## config.mk

```make
export PLATFORM = sky130hd
export DESIGN_NAME = ywrite_back
export DESIGN_NICKNAME = d
export VERILOG_FILES = /design/src/rtl/ywrite_back_pkg.sv /design/src/rtl/ywrite_back_merge.sv /design/src/rtl/ywrite_back.sv
export SDC_FILE = /design/constraint.sdc
export NUM_CORES = 1
export LEC_CHECK = 0
export ABC_CLOCK_PERIOD_IN_PS = 2500
export BUFFER_PORTS_ARGS = -buffer_cell sky130_fd_sc_hd__buf_2
export CAP_MARGIN = 30
export CORE_MARGIN = 1
export CORE_UTILIZATION = 50
export CTS_CLUSTER_DIAMETER = 80
export CTS_CLUSTER_SIZE = 25
export DETAILED_ROUTE_END_ITERATION = 12
export PLACE_DENSITY = 0.77
export SYNTH_ARGS = -nofsm -noshare
export SYNTH_HDL_FRONTEND = slang
export SYNTH_HIERARCHICAL = 1
export SYNTH_SLANG_ARGS = --single-unit
export TNS_END_PERCENT = 50
```

## constraint.sdc

```tcl
create_clock -name clock -period 2.5 [get_ports clock]
set_input_delay 0.25 -clock clock [delete_from_list [all_inputs] [get_ports clock]]
set_output_delay 0.25 -clock clock [all_outputs]
set_load 0.02 [all_outputs]
```

## src/rtl/ywrite_back_pkg.sv

```systemverilog
// ypkg: shared widths, slot field layout and FSM encoding for the Y write-back engine
package ypkg;
  localparam int ADDR_W = 11;
  localparam int SLOT_W = 64;
  localparam int NSLOT = 4;
  localparam int ROW_W = SLOT_W * NSLOT;
  localparam int COL_HI = 63;
  localparam int REAL_HI = 47;
  localparam int IMG_HI = 23;
  localparam logic [2:0] ST_IDLE = 3'd0;
  localparam logic [2:0] ST_RD = 3'd1;
  localparam logic [2:0] ST_CAP = 3'd2;
  localparam logic [2:0] ST_HOLD = 3'd3;
  localparam logic [2:0] ST_WR = 3'd4;
  typedef enum logic [2:0] {
    IDLE = ST_IDLE,
    RD = ST_RD,
    CAP = ST_CAP,
    HOLD = ST_HOLD,
    WR = ST_WR
  } state_t;
endpackage

```

## src/rtl/ywrite_back_merge.sv

```systemverilog
// ySlotMerge: replaces every one-hot selected slot of a row with {col, val}
module ySlotMerge
  import ypkg::*;
(
  input  logic [ROW_W-1:0]         row,
  input  logic [NSLOT-1:0]         one_hot,
  input  logic [COL_HI-REAL_HI-1:0] col,
  input  logic [REAL_HI:0]         val,
  output logic [ROW_W-1:0]         merged
);
  for (genvar k = 0; k < NSLOT; k++) begin : g_slot
    assign merged[k*SLOT_W +: SLOT_W] = one_hot[k] ? {col, val} : row[k*SLOT_W +: SLOT_W];
  end
endmodule

```

## src/rtl/ywrite_back.sv

```systemverilog
// ywrite_back: read-modify-write of Y SRAM rows, coalescing consecutive same-row updates
module ywrite_back
  import ypkg::*;
(
  input  logic              clock,
  input  logic              reset,
  input  logic              wb_valid,
  output logic              wb_ready,
  input  logic [ADDR_W-1:0] wb_addr,
  input  logic [NSLOT-1:0]  wb_oneHot,
  input  logic [15:0]       wb_col,
  input  logic [47:0]       wb_val,
  input  logic              wb_last,
  output logic              ySRAM_rdEn,
  output logic [ADDR_W-1:0] ySRAM_rdAddr,
  input  logic [ROW_W-1:0]  ySRAM_rowRead,
  output logic              ySRAM_wrEn,
  output logic [ADDR_W-1:0] ySRAM_wrAddr,
  output logic [ROW_W-1:0]  ySRAM_rowWrite,
  output logic              wbDoneFlag,
  output logic [11:0]       rowsWritten
);
  state_t state, next;
  logic [ADDR_W-1:0] cur_addr;
  logic [NSLOT-1:0] pend_hot;
  logic [15:0] pend_col;
  logic [47:0] pend_val;
  logic last_seen, accept, cap;
  logic [ROW_W-1:0] row_buf, merged;
  always_comb begin
    wb_ready = !reset & (state == IDLE | (state == HOLD & wb_addr == cur_addr & !last_seen));
    accept = wb_valid & wb_ready;
    cap = state == CAP;
    next = state == IDLE ? (accept ? RD : IDLE) :
           state == RD   ? CAP :
           state == CAP  ? HOLD :
           state == HOLD ? (accept ? HOLD : WR) : IDLE;
  end
  // CAP merges the latched update into the fresh read; HOLD merges live updates into row_buf
  ySlotMerge u_merge (
    .row(cap ? ySRAM_rowRead : row_buf),
    .one_hot(cap ? pend_hot : wb_oneHot),
    .col(cap ? pend_col : wb_col),
    .val(cap ? pend_val : wb_val),
    .merged(merged)
  );
  always_ff @(posedge clock) begin
    if (reset) begin
      state <= IDLE;
      cur_addr <= '0;
      pend_hot <= '0;
      pend_col <= '0;
      pend_val <= '0;
      last_seen <= 1'b0;
      row_buf <= '0;
      ySRAM_rdEn <= 1'b0;
      ySRAM_rdAddr <= '0;
      ySRAM_wrEn <= 1'b0;
      ySRAM_wrAddr <= '0;
      ySRAM_rowWrite <= '0;
      wbDoneFlag <= 1'b0;
      rowsWritten <= '0;
    end else begin
      state <= next;
      ySRAM_rdEn <= next == RD;
      ySRAM_wrEn <= next == WR;
      wbDoneFlag <= state == WR & last_seen;
      last_seen <= state == WR ? 1'b0 : accept ? (state == HOLD & last_seen) | wb_last : last_seen;
      row_buf <= (cap | (state == HOLD & accept)) ? merged : row_buf;
      if (state == IDLE & accept) begin
        cur_addr <= wb_addr;
        pend_hot <= wb_oneHot;
        pend_col <= wb_col;
        pend_val <= wb_val;
        ySRAM_rdAddr <= wb_addr;
      end
      if (next == WR) begin
        ySRAM_wrAddr <= cur_addr;
        ySRAM_rowWrite <= row_buf;
        rowsWritten <= rowsWritten + 12'd1;
      end
    end
  end
endmodule

```

==> impl_metrics.toml, run 1 <==
[run_status]
status = "complete, no violations"

[yosys]
synth_edf_count = 0
ys_seq_area_share_pct = 42.5
synth_ff_type = "dfxtp_1"
syn_area_um2 = 29200
synth_mux_area_share_pct = 22.4
synth_top_family_by_area = "multiplexers"
yosys.area_share.simple_pct = 9.98
synthXorXnorAreaFrac_pct = 0.330
synthAdderAreaFrac_pct = 0.0428
syn_nets = 3231
ys_warn_count = 6
synth_cells = 2891
synth_top_area_share_pct = 42.5
yosys.area.top_type = "dfxtp_1"
synthDistinctLibCells = 39
async_reset_ff_share_pct = 0
synth_area_per_cell_um2 = 10.1
synth_compound_area_share_pct = 18.8
ys_ff_latch = 621
ys_top_cells_by_area = "dfxtp_1 43%, mux2_2 22%, a22o_1 7.7%"

[worst_setup_path]
startpoint_type = "register"
cpLargestDelayFamily = "simple AND/OR/NAND/NOR gates"
path_cells = "and3b_4 > nand3_1 > nor2_1 > buf_4 > a31oi_1 > nor2_1 > clkbuf_4"
slowest_delay_ps = 390
path_buf_inv = 2
path_max_fanout = 8
crit_type = "reg -> out"
cp.required_ps = 2250
cp_slowest_cell = "dfxtp_1"
path_common_cell = "nor2_1"
worstPathArrival_ps = 2140
cp-end-kind = "output pin"

[global_route]
grt_usage_pct = 28.8
overflow = 0
grt_pass1_wl_mm = 139
grt_max_degree = 152
antenna_found_initial = 17
first_global_vias = 23900

[route]
routed_wl_mm = 90.8
wl_per_cell_um = 21.4
vias = 25500
drt-initial-drc-count = 1965
routed_via_density = 6.00
drt_first_pass_iters = 7
drtAntennaViolNets = 0
drcViolationCount = 0

[cts]
ctsHtreeMaxLevel = 1
cts_inserted_buffers = 31
cts.sinks = 621
clkLatencyLatePin_ps = 630
clkTransAtPathRegs_ps = 100
cts_buffer_depth = 3
cts_root_buffer = "clkbuf_16"
cts_tree = "built"

[power_and_ir_drop]
power.internal_w = 0.0149
finalPower_w = 0.0207
clkPwrFrac_pct = 27.9
power_switching_w = 0.00582
peakVddDrop_v = 0.000565
p_seq_share_pct = 50.8
p_per_area_nw_per_um2 = 594
swShare_pct = 28.1
p_leak_nw = 14.2
p_comb_share_pct = 21.3

[layout]
layout.nets = 3796
stdcell_area_um2 = 34800
syn_to_final_growth_pct = 19.3
drive_gt1_share_pct = 39.9

[floorplan]
design.core.area_um2 = 57700
fp.dieArea_um2 = 59400
io_pins = 633
die_x_um = 244
die_h_um = 244
rows = 88
start_util_pct = 50.6

[sta]
maxSlewHeadroom_pct = 36.7
rsz0062_at_grt = "no"
worstMarginPinSlew_ps = 949
fmax_mhz = 418
whs_ps = 72.2
finalSetupViolations = 0
finalSetupTns_ps = 0
min_period_ps = 2390
slew_violations = 0
hold_violations = 0
clock_skew_ps = 25.0
post-route-period-util_pct = 95.8

[worst_hold_path]
hp-class = "in -> reg"

[place]
dp_hpwl_mm = 62.0
routabilityCongestion = 0.881
io_buffers = 632
place_area_um2 = 33100

[job]
drv_cap = 0
[power by group through the flow]
stage | combinational, W | sequential [W] | clock, W
finish | 0.00441 | 0.0105 | 0.00577
global route | 0.00466 | 0.0105 | 0.00623
CTS | 0.00436 | 0.0105 | 0.00583
detailed placement | 0.00424 | 0.0107 | 0
global placement | 0.00416 | 0.0107 | 0
floorplan | 0.00299 | 0.0107 | 0
[cells in the final DEF, fill, tap and decap left out, types with 2 or more instances in the layout]
master / n
clkinv_4: 3
or4_1: 7
nand2_1: 163
clkbuf_16: 31
buf_12: 42
mux2_2: 576
xnor2_1: 11
nand4_1: 6
buf_4: 78
clkbuf_8: 2
nor3_1: 3
dfxtp_1: 621
buf_2: 630
diode_2: 13
mux2_4: 4
and4_1: 2
or3_1: 4
o21ai_1: 90
and3_1: 3
clkinvlp_4: 2
o31ai_1: 7
a21oi_1: 360
o21ai_0: 182
clkbuf_1: 2
nand3b_1: 269
dlygate4sd3_1: 80
a22o_1: 256
nor2_1: 5
inv_6: 2
nand3_1: 6
[kinds of logic (layout without fill, tap and decap cells)]
kind of cell / count (synthesis) / count (layout)
AO/OA/AOI/OAI: 900 / 900
flip-flops: 621 / 621
multiplexers: 580 / 580
AND/OR/NAND/NOR: 476 / 476
buffers and inverters: 302 / 878
XOR/XNOR: 11 / 11
adder cells (fa/ha/maj): 1 / 1
other: 0 / 13
[final cells by class]
| class | instances | area [um2] |
|---|---|---|
| fill | 4850 | 22800 |
| inverter | 2 | 8.76 |
| sequential | 621 | 12400 |
| tap | 765 | 957 |
| antenna | 13 | 32.5 |
| clock buffer | 35 | 811 |
| timing repair buffer | 832 | 5400 |
| multi-input combinational | 1968 | 15100 |
| clock inverter | 9 | 95.1 |
[layer usage]
metal  up-vias  global-route usage (%)  wire, um
li1      11800                       -         -
met3       199                    4.87      6840
met5         -                       0        58
met2      1088                    46.6     42500
met4        10                    11.0      3460
met1     12400                    38.2     37900
[timing repair]
item	in CTS	in global routing
cloned	0	0
pin swaps	0	0
resized for setup	0	1
setup endpoints to repair	1	1
hold buffers	80	0
hold endpoints to repair	80	0
setup buffers	1	0
[flip-flops by register name, indices dropped and copies added, names as in the netlist]
name,count
ySRAM_wrAddr,11
ySRAM_rdAddr,11
pend_hot,4
ySRAM_rowWrite,256
rowsWritten,12
ySRAM_wrEn,1
pend_col,16
pend_val,48
ySRAM_rdEn,1
state,3
last_seen,1
row_buf,256
wbDoneFlag,1
[worst paths after layout]
path,startpoint,end,slack (ps),cells past startpoint
min reg2reg,pend_val[35],pend_val[35],460,2
max,state[2],wb_ready,110,7
max reg2reg,state[1],row_buf[89],110,6
min,wb_last,last_seen,70,4
[Yosys cell counts, drive strengths merged, types with 2 or more instances]
master and instances:
or4 7, a21oi 360, nand2 163, and3 3, nor3 3, o31ai 7, a22o 256, inv 2
nand4 6, dfxtp 621, mux2 580, clkbuf 123, nor4 2, a211oi 2, nor2 5, nand3 7
buf 177, xnor2 11, o21ai 272, nand3b 269, and4 2, or3 4
[per-stage QoR]
| stage | std cells | utilization, % | worst slack [ps] |
|---|---|---|---|
| floorplan | 2891 | - | 45.0 |
| global placement | 4107 | 57.4 | 176 |
| detailed placement | 4107 | 57.4 | 124 |
| CTS | 4232 | 60.3 | 62.9 |
| global route | 4244 | 60.4 | 3.57 |
| finish | 4245 | 60.4 | 106 |
[tightest hold or removal path: stages]
cell      delay (ps)
buf_2            100
a21oi_1          130
a211oi_1          70
o31a_1           100
No activity file was read; power rests on OpenSTA's default activity.
==> run 2: changes to the inputs <==
- CORE_ASPECT_RATIO: unset -> 1.1
- CORE_MARGIN: 1 -> 8
==> run 2 against run 1 <==
First-iteration DRC count grew 21%. Critical path depth is 1 lower. Register-to-register slack worse by 60 ps. Die area is 12% higher. Clock skew is 2.9 ps lower. Count of clock-buffer cells in the layout rose by 2. Final area grew 0.22%. Via count down 0.57%. Sequential power barely moved. Critical path type is now reg -> reg. Largest cell class unchanged. Largest power group unchanged. Highest routed layer unchanged.
==> impl_metrics.toml, run 2 (synthesized netlist as in run 1, its figures left out) <==
[sta]
maxSlewHeadroom_pct = 25.4
fin_ws_ps = 47.7
clock_skew_ps = 22.2
post-route-period-util_pct = 98.1
min_period_ps = 2450
rsz0062_at_grt = "yes"
worstMarginPinSlew_ps = 1120
slew_violations = 0
finalSetupViolations = 0
fmax_mhz = 408
hold_violations = 0

[worst_setup_path]
worstPathArrival_ps = 2970
reg2regPathDepth = 6
r2r_slack_ps = 50
cp.required_ps = 3020
regToRegStartpoint = "state[1]"
cp-end-kind = "register"
path_max_fanout = 50
crit_type = "reg -> reg"
startpoint_type = "register"
reg2reg_to = "row_buf[216]"

[floorplan]
fp.dieArea_um2 = 66400
die_h_um = 270
start_util_pct = 50.2
die_x_um = 246
rows = 93
io_pins = 633
design.core.area_um2 = 58200

[cts]
cts.sinks = 621
ctsHtreeMaxLevel = 1
cts_inserted_buffers = 31
cts_setup_buffers = 0
cts_tree = "built"
cts_root_buffer = "clkbuf_16"
clkLatencyLatePin_ps = 620
clkTransAtPathRegs_ps = 100
cts_buffer_depth = 3

[global_route]
met3_usage_pct = 4.32
grt_max_degree = 190
use_met2_pct = 44.0
gr-max-usage-layer = "met2"
grt_pass1_wl_mm = 144
overflow = 0
first_global_vias = 24500
use_met1_pct = 34.3
grt_usage_pct = 26.5
antenna_found_initial = 14

[place]
io_buffers = 632
dp_slack_ps = 119
routabilityCongestion = 0.848
dp_hpwl_mm = 65.0

[worst_hold_path]
min_to = "last_seen"
hp-class = "in -> reg"
holdPathStages = 4
min_from = "wb_last"

[layout]
layout_top_registers = "row_buf (256), ySRAM_rowWrite (256), pend_val (48)"
post-route-util_pct = 60.0
mostFrequentLayoutCell = "buf_2"
layout.nets = 3785
fillCellCount = 4859
final_cell_mix = "631 x buf_2, 620 x dfxtp_1, 576 x mux2_2, 360 x a21oi_1, 269 x nand3b_1"
syn_to_final_growth_pct = 19.5
drive_gt1_share_pct = 39.8

[power_and_ir_drop]
p_comb_share_pct = 21.3
p_leak_nw = 14.2
power.internal_w = 0.0150
peakVddDrop_v = 0.000628
power_switching_w = 0.00585
swShare_pct = 28.0
p_per_area_nw_per_um2 = 598
p_seq_share_pct = 50.3
clkPwrFrac_pct = 28.4

[job]
drv_cap = 0

[route]
routed_wl_mm = 94.8
drt_first_pass_iters = 5
vias = 25300
drt-initial-drc-count = 2368
wl_per_cell_um = 22.4
drcViolationCount = 0
drtAntennaViolNets = 0
routed_via_density = 5.99

[run_status]
status = "complete, no violations"
==> run 2: worst max-delay path by stage <==
stage / to / cells after the start / from / slack, ps
after global routing: wb_ready / 6 / state[2] / -50
final: row_buf[216] / 6 / state[1] / 50
after CTS: wb_ready / 6 / state[2] / 5
after floorplan: row_buf[10] / 9 / state[1] / 50
after global placement: row_buf[184] / 7 / state[1] / 150
after detailed placement: row_buf[216] / 6 / state[1] / 120
==> run 2: layout make-up <==
type / count / area, um2 / area share (%)
clock inverters: 9 / 118 / 0.337
well taps: 760 / 951 / 2.72
clock buffers: 37 / 828 / 2.37
repair buffers: 821 / 5420 / 15.5
diodes: 11 / 27.5 / 0.0788
inverters: 2 / 8.76 / 0.0251
flip-flops and latches: 621 / 12400 / 35.6
multi-input cells: 1968 / 15100 / 43.4
==> run 2: metrics by stage <==
stage / hold slack (ps) / total power [W] / cells / area (um2) / setup TNS (ps)
finish: 62.0 / 0.0209 / 4229 / 34900 / 0
detailed placement: 443 / 0.0150 / 4092 / 33100 / 0
CTS: 29.7 / 0.0209 / 4218 / 34900 / 0
global route: 76.0 / 0.0216 / 4226 / 34900 / -1110
global placement: 438 / 0.0149 / 4092 / 33100 / 0
floorplan: 386 / 0.0137 / 2891 / 29200 / 0
==> run 2: power groups by stage <==
stage                     registers [W]  logic (W)  clock network [W]
after floorplan                  0.0107    0.00299                  0
after global placement           0.0107    0.00420                  0
after detailed placement         0.0107    0.00427                  0
after CTS                        0.0105    0.00439            0.00601
after global routing             0.0106    0.00470            0.00634
final                            0.0105    0.00444            0.00592
==> run 2: repair_timing <==
item,4_1_cts,5_1_grt
setup endpoints to repair,1,77
hold buffers,80,0
endpoints found under the hold margin,80,0
gates resized for setup,3,4
==> run 2: routing by layer <==
layer,part of all wire [%],vias up
met5,0.055,-
met4,3.8,8
met3,7.2,205
met2,48,1052
met1,41,12400
li1,-,11700
==> run 2: worst max-delay path: stages (launching register included) <==
cell,delay [ps]
dfxtp_1,430
nor3b_2,370
buf_12,330
buf_12,260
mux2_2,400
mux2_2,280
a22o_1,200
==> run 3: changes to the inputs <==
- RECOVER_POWER: unset -> 25
==> run 3 against run 2 <==
Final cell count unchanged. Sequential cell count unchanged. Power about the same. Via count about the same. Clock power about the same. Clock skew about the same. Hold slack worse by 5.1 ps. Non-clock buffer count unchanged. First-iteration DRC count down 0.89%. Worst setup slack better by 5.3 ps. Fmax up 0.22%. Combinational power about the same. Critical path type unchanged. Highest routed layer unchanged.
==> impl_metrics.toml, run 3 (synthesized netlist as in run 1, its figures left out) <==
[place]
place_area_um2 = 33100
dp_hpwl_mm = 65.0
routabilityCongestion = 0.848
io_buffers = 632
dp.cells = 4092

[global_route]
first_global_vias = 24500
grt_pass1_wl_mm = 144
overflow = 0
antenna_found_initial = 14
grt_usage_pct = 26.5
grt_max_degree = 190

[floorplan]
die_x_um = 246
start_util_pct = 50.2
die_h_um = 270
rows = 93
design.core.area_um2 = 58200
fp.dieArea_um2 = 66400
io_pins = 633

[layout]
fillCellCount = 5001
final_cell_count_no_fill = 4229
layout.nets = 3785
syn_to_final_growth_pct = 18.7
stdcell_area_um2 = 34700
drive_gt1_share_pct = 34.0
mostFrequentLayoutCell = "dfxtp_1"
layout_top_registers = "row_buf (256), ySRAM_rowWrite (256), pend_val (48)"
final_cell_mix = "620 x dfxtp_1, 576 x mux2_2, 431 x buf_2, 360 x a21oi_1, 269 x nand3b_1"

[power_and_ir_drop]
p_leak_nw = 13.3
peakVddDrop_v = 0.000628
p_per_area_nw_per_um2 = 602
finalPower_w = 0.0209

[job]
drv_cap = 0

[worst_hold_path]
min_from = "wb_last"
hp-class = "in -> reg"
holdPathStages = 4
min_to = "last_seen"

[sta]
min_period_ps = 2450
slew_violations = 0
rsz0062_at_grt = "yes"
worstMarginPinSlew_ps = 1110
hold_violations = 0
post-route-period-util_pct = 97.9
finalSetupViolations = 0
whs_ps = 56.9
fmax_mhz = 409
clock_skew_ps = 21.7
maxSlewHeadroom_pct = 25.8
finalSetupTns_ps = 0

[route]
drtAntennaViolNets = 0
drt-initial-drc-count = 2347
routed_via_density = 5.98
routed_wl_mm = 95.0
drcViolationCount = 0
wl_per_cell_um = 22.5
drt_first_pass_iters = 5
vias = 25300

[run_status]
status = "complete, no violations"

[cts]
cts.sinks = 621
cts_tree = "built"
ctsHtreeMaxLevel = 1
clkTransAtPathRegs_ps = 100
cts_setup_buffers = 0
cts_inserted_buffers = 31
cts_buffer_depth = 3
cts_root_buffer = "clkbuf_16"
clkLatencyLatePin_ps = 620

[worst_setup_path]
reg2regPathDepth = 6
cp-end-kind = "register"
reg2reg_to = "row_buf[153]"
crit_path_start = "state[1]"
regToRegStartpoint = "state[1]"
startpoint_type = "register"
worstPathArrival_ps = 2970
path_max_fanout = 50
r2r_slack_ps = 50
crit_type = "reg -> reg"
cp.required_ps = 3020
==> run 3: worst max-delay path by stage <==
| stage | to | slack [ps] | depth (start not counted) |
|---|---|---|---|
| floorplan | row_buf[10] | 50 | 9 |
| CTS | wb_ready | 5 | 6 |
| detailed placement | row_buf[216] | 120 | 6 |
| global placement | row_buf[184] | 150 | 7 |
| global route | wb_ready | -50 | 6 |
| finish | row_buf[153] | 50 | 6 |
==> run 3: per-stage QoR <==
step           setup WS (ps)  utilization (%)
3_3_place_gp             145             56.9
3_5_place_dp             119             56.9
4_1_cts                 4.68             59.9
5_1_grt                -52.5             59.6
2_1_floorplan           45.0                -
6_report                53.0             59.6
==> run 3: area by class of cell <==
type	count	area, um2	area share (%)
Tap cell	760	951	2.74
Sequential cell	621	12400	35.9
Inverter	2	8.76	0.0253
Timing Repair Buffer	821	5170	14.9
Antenna cell	11	27.5	0.0794
Multi-Input combinational cell	1968	15100	43.7
Clock inverter	9	118	0.339
Clock buffer	37	828	2.39
==> run 3: routing by layer <==
| layer | vias up | GRT usage (%) | share of wire [%] |
|---|---|---|---|
| met4 | 8 | 9.78 | 3.6 |
| li1 | 11700 | - | - |
| met5 | - | 0 | 0.052 |
| met1 | 12400 | 34.3 | 41 |
| met2 | 1026 | 44.0 | 48 |
| met3 | 179 | 4.32 | 7.3 |
==> run 3: worst max-delay path, stage by stage (launching register included) <==
cell and delay, ps:
dfxtp_1 420, nor3b_2 360, buf_12 330, buf_12 260
mux2_2 400, mux2_2 270, a22o_1 200
==> run 3: power by group <==
group	switching [W]	internal [W]	total, W
clock network	0.00342	0.00251	0.00594
registers	0.000280	0.0102	0.0105
logic	0.00217	0.00228	0.00444
==> run 3: what timing repair did <==
action / in CTS / in global routing
hold buffers: 80 / 0
hold endpoints to repair: 80 / 0
cloned: 0 / 0
resized for setup: 3 / 4
endpoints found under the setup margin: 1 / 77
